File: src/rtl/accu_diff.sv
`default_nettype none
// ============================================================================
// accu_diff : recovers samples from an accumulated stream (acc[n]-acc[n-1])
//             and buffers them in a small valid/ready output FIFO.
// Revision  : 1.0
// ============================================================================
module accu_diff #(
    parameter int WIDTH = 8,
    parameter int DEPTH = 4,
    parameter int CNTW  = 16
) (
    input  logic                     clk,
    input  logic                     reset,
    input  logic                     clear,
    input  logic [WIDTH-1:0]         acc_in,
    input  logic                     in_valid,
    output logic                     in_ready,
    output logic [WIDTH-1:0]         out_data,
    output logic                     out_valid,
    input  logic                     out_ready,
    output logic [$clog2(DEPTH):0]   fifo_count,
    output logic [CNTW-1:0]          sample_cnt
);

    localparam int AW = $clog2(DEPTH);
    localparam int CW = AW + 1;

    logic [WIDTH-1:0] mem_q [DEPTH];
    logic [AW-1:0]    wr_ptr_q, wr_ptr_d;
    logic [AW-1:0]    rd_ptr_q, rd_ptr_d;
    logic [CW-1:0]    count_q,  count_d;
    logic [WIDTH-1:0] prev_q,   prev_d;
    logic [WIDTH-1:0] last_q,   last_d;
    logic [CNTW-1:0]  cnt_q,    cnt_d;

    logic             w_accept;
    logic             w_pop;
    logic [WIDTH-1:0] w_prev_eff;
    logic [WIDTH-1:0] w_diff;
    logic [WIDTH-1:0] w_head;

    assign in_ready   = (count_q < CW'(DEPTH));
    assign out_valid  = (count_q != '0);
    assign w_accept   = in_valid & in_ready;
    assign w_pop      = out_valid & out_ready;
    assign w_prev_eff = clear ? '0 : prev_q;
    assign w_diff     = acc_in - w_prev_eff;
    assign w_head     = mem_q[rd_ptr_q];

    // Once drained, keep presenting the most recently consumed sample.
    assign out_data   = out_valid ? w_head : last_q;
    assign fifo_count = count_q;
    assign sample_cnt = cnt_q;

    always_comb begin
        wr_ptr_d = wr_ptr_q;
        rd_ptr_d = rd_ptr_q;
        count_d  = count_q;
        prev_d   = prev_q;
        last_d   = last_q;
        cnt_d    = cnt_q;

        if (w_accept) begin
            wr_ptr_d = wr_ptr_q + 1'b1;
            prev_d   = acc_in;
            cnt_d    = cnt_q + 1'b1;
        end else if (clear) begin
            prev_d   = '0;
        end

        if (w_pop) begin
            rd_ptr_d = rd_ptr_q + 1'b1;
            last_d   = w_head;
        end

        case ({w_accept, w_pop})
            2'b10:   count_d = count_q + 1'b1;
            2'b01:   count_d = count_q - 1'b1;
            default: count_d = count_q;
        endcase
    end

    always_ff @(posedge clk or negedge reset) begin
        if (!reset) begin
            for (int i = 0; i < DEPTH; i++) begin
                mem_q[i] <= '0;
            end
            wr_ptr_q <= '0;
            rd_ptr_q <= '0;
            count_q  <= '0;
            prev_q   <= '0;
            last_q   <= '0;
            cnt_q    <= '0;
        end else begin
            if (w_accept) begin
                mem_q[wr_ptr_q] <= w_diff;
            end
            wr_ptr_q <= wr_ptr_d;
            rd_ptr_q <= rd_ptr_d;
            count_q  <= count_d;
            prev_q   <= prev_d;
            last_q   <= last_d;
            cnt_q    <= cnt_d;
        end
    end

endmodule
`default_nettype wire

File: config.mk
export PLATFORM = sky130hd
export DESIGN_NAME = accu_diff
export DESIGN_NICKNAME = d
export VERILOG_FILES = /design/src/rtl/accu_diff.sv
export SDC_FILE = /design/constraint.sdc
export NUM_CORES = 1
export LEC_CHECK = 0
export CORE_MARGIN = 1.5
export CORE_UTILIZATION = 50
export DETAILED_ROUTE_END_ITERATION = 8
export PLACE_DENSITY = 0.74
export SLEW_MARGIN = 40
export SYNTH_ARGS = -nofsm -noshare
export SYNTH_HDL_FRONTEND = slang
export SYNTH_SLANG_ARGS = --single-unit
File: constraint.sdc
create_clock -name clk -period 5.3 [get_ports clk]
set_input_delay 0.795 -clock clk [delete_from_list [all_inputs] [get_ports clk]]
set_output_delay 0.795 -clock clk [all_outputs]
set_load 0.1 [all_outputs]
==> metrics <==
core region area=6907 um2; fillers=568; Clock transition at path regs=0.07 ns; Area Growth Syn to Fin=13.94%; dpl ws=2.160 ns; post-synthesis sequential area ratio=48.86%; hold crit path type=reg2reg; mean routed wirelength per cell=15.35 um; Mapped Avg Cell Area=11.36 um2; CTS Buf Count=9; Mapped Nets=348; post-synth cell types=42; Die Wd=88.28 um; final net count=389; WL final=7060 um; Final Hold Fails=0; crit path cell chain=mux4_2 -> mux2_2 -> buf_2; Synth Warn #=0; vias per std cell=5.359; Clock Latency Late Sink=0.35 ns; diode count=0; TNS Setup=0 ns; slowest cell delay on critical path=0.70 ns; Worst EP required=4.51 ns; setup ws final=2.295 ns; via count=2465; DRT iter0 DRCs=139; fin. max-slew vios=0; Detailed Routing Iterations Pass 1=4; outcome=finished clean; DRC Markers=0; clock skew=0.009315 ns; min Tclk post-route=3.005 ns; Placed Cells=446; # resized after CTS=0; Port Buf Inserts=41; post-CTS setup buffers=0; fmax=332.8 MHz; Die Ht=88.28 um; layout cells sized above 1=21.98%; CTS tree=yes; post-DP HPWL=4896 um; RSZ-0062 raised after global routing=no; die area=7792 um2; first-pass GRT wire length=11740 um; Worst EP arrival=2.21 ns; clk sinks=71; CTS root buf=clkbuf_8; vias in the first global route=2342; area of the mapped netlist=3636 um2; Slew headroom=54.48%; gpl congestion=0.7995; register area=1777 um2; Initial Utilization=52.64%; crit-path max FO=10; max_cap viols=0; post-route insts no fill=460; I/O pin cnt=42; CTS H-tree lvls=3; cts hold-fix bufs=0; Min Hold Slack=0.4781 ns; pin count of the biggest net entering global routing=72; #FFs+latches synth=71; CTS max path bufs=2; Synth Instances=320; Antenna Nets Post-Route=0; Core Rows=30; total global-route track usage=20.02%; critical path class=reg2out; GRT Residual Overflow=0; initial antenna violation count=0; multi-input combinational cell area=1737 um2; CP Launch Type=flop; share of synthesized registers carrying an async set or reset=100.0%; worst-margin pin slew=0.6807 ns; Tcrit/Tclk final=56.69%; CP endpoint kind=primary output; Setup Viol. Count Final=0; Post-synth EDFFs=0; slowest stage cell, crit path=dfrtp_1; main flop type after synthesis=dfrtp_1
-- state kept, by name, summed over array words and instances, names as in the netlist --
| register | flops |
|---|---|
| fifo_count | 3 |
| wr_ptr_q | 2 |
| prev_q | 8 |
| mem_q | 32 |
| last_q | 8 |
| sample_cnt | 16 |
| rd_ptr_q | 2 |
-- cell usage in the layout, fill, tap and decap left out, types with 5 or more instances in the layout --
cell type / synthesis / layout
dfrtp_1: 71 / 71
nand2_1: 43 / 43
buf_2: 4 / 30
o21ai_0: 21 / 21
xnor2_1: 17 / 17
mux2_2: 15 / 15
nand3_1: 14 / 14
ha_1: 13 / 13
inv_1: 12 / 12
clkdlybuf4s50_1: 0 / 11
clkbuf_8: 0 / 10
nand2b_1: 8 / 8
mux4_2: 8 / 8
nor2_1: 8 / 8
o31ai_1: 8 / 8
xor2_1: 7 / 7
mux2_4: 7 / 7
nand3b_1: 5 / 5
-- per-layer routing --
metal	vias to the layer above	share of wire, %	global-route usage (%)
met5	-	0	0
met4	0	1.5	8.097
met3	8	3.8	4.757
met2	57	47	30.88
met1	1186	47	27.44
li1	1214	-	-
-- cell type report --
class	instances	area share [%]
Inverter	12	1.087
Tap cell	96	2.899
Clock inverter	4	1.148
Sequential cell	71	42.89
Timing Repair Buffer	43	6.735
Clock buffer	10	3.322
Multi-Input combinational cell	224	41.92
-- synthesized netlist by cell type, types with 2 or more instances --
library cell,number,area share (%)
o21ai_1,2,0.28
clkbuf_1,7,0.72
nand2b_1,8,1.4
o21ai_0,21,2.9
nor3_1,4,0.55
mux4_2,8,5.0
mux2_2,15,4.6
dfrtp_1,71,49
fa_1,2,1.1
nand4_1,4,0.69
xor2_1,7,1.7
a21oi_1,4,0.55
mux2i_1,4,1.1
nand3_1,14,1.9
ha_1,13,4.5
xnor2_1,17,4.1
buf_2,4,0.55
a211o_1,4,0.96
nand2_1,43,4.4
nor2_1,8,0.83
inv_1,12,1.2
o2111ai_1,4,0.96
nand3b_1,5,1.0
o21a_1,2,0.41
mux2_4,7,2.9
nor2b_1,4,0.69
o31ai_1,8,1.7
or4_1,4,0.83
-- logic make-up after synthesis --
logic type / Yosys count / synth area share, %
buffers and inverters: 25 / 3.372
multiplexers: 34 / 13.59
adder cells (fa/ha/maj): 15 / 5.575
AO/OA/AOI/OAI: 50 / 8.878
AND/OR/NAND/NOR: 101 / 13.94
XOR/XNOR: 24 / 5.781
flip-flops: 71 / 48.86
-- critical path: cells and delay by family (launching register included) --
family | cells | cell delay, ns
flops | 1 | 0.70
mux | 2 | 0.87
buf+inv | 1 | 0.29
-- final timing paths --
check,to,slack [ns],cells past startpoint,from
setup reg to reg,fifo_count[2],2.91,8,fifo_count[2]
setup / recovery,out_data[7],2.30,3,rd_ptr_q[0]
max in group asynchronous,prev_q[6],4.31,2,reset
hold / removal,mem_q[5],0.48,2,mem_q[5]
hold reg to reg,mem_q[5],0.48,2,mem_q[5]
min in group asynchronous,last_q[4],0.54,2,reset
-- metrics by stage --
stage / instance area (um2) / util, %
3_5_place_dp: 3958 / 57.30
5_1_grt: 4143 / 59.98
6_report: 4143 / 59.98
4_1_cts: 4143 / 59.98
3_3_place_gp: 4099 / 59.35
2_1_floorplan: 3636 / -
Power is not shown: default switching activity piles up to over one toggle a cycle in this logic, so the estimate is an artifact.
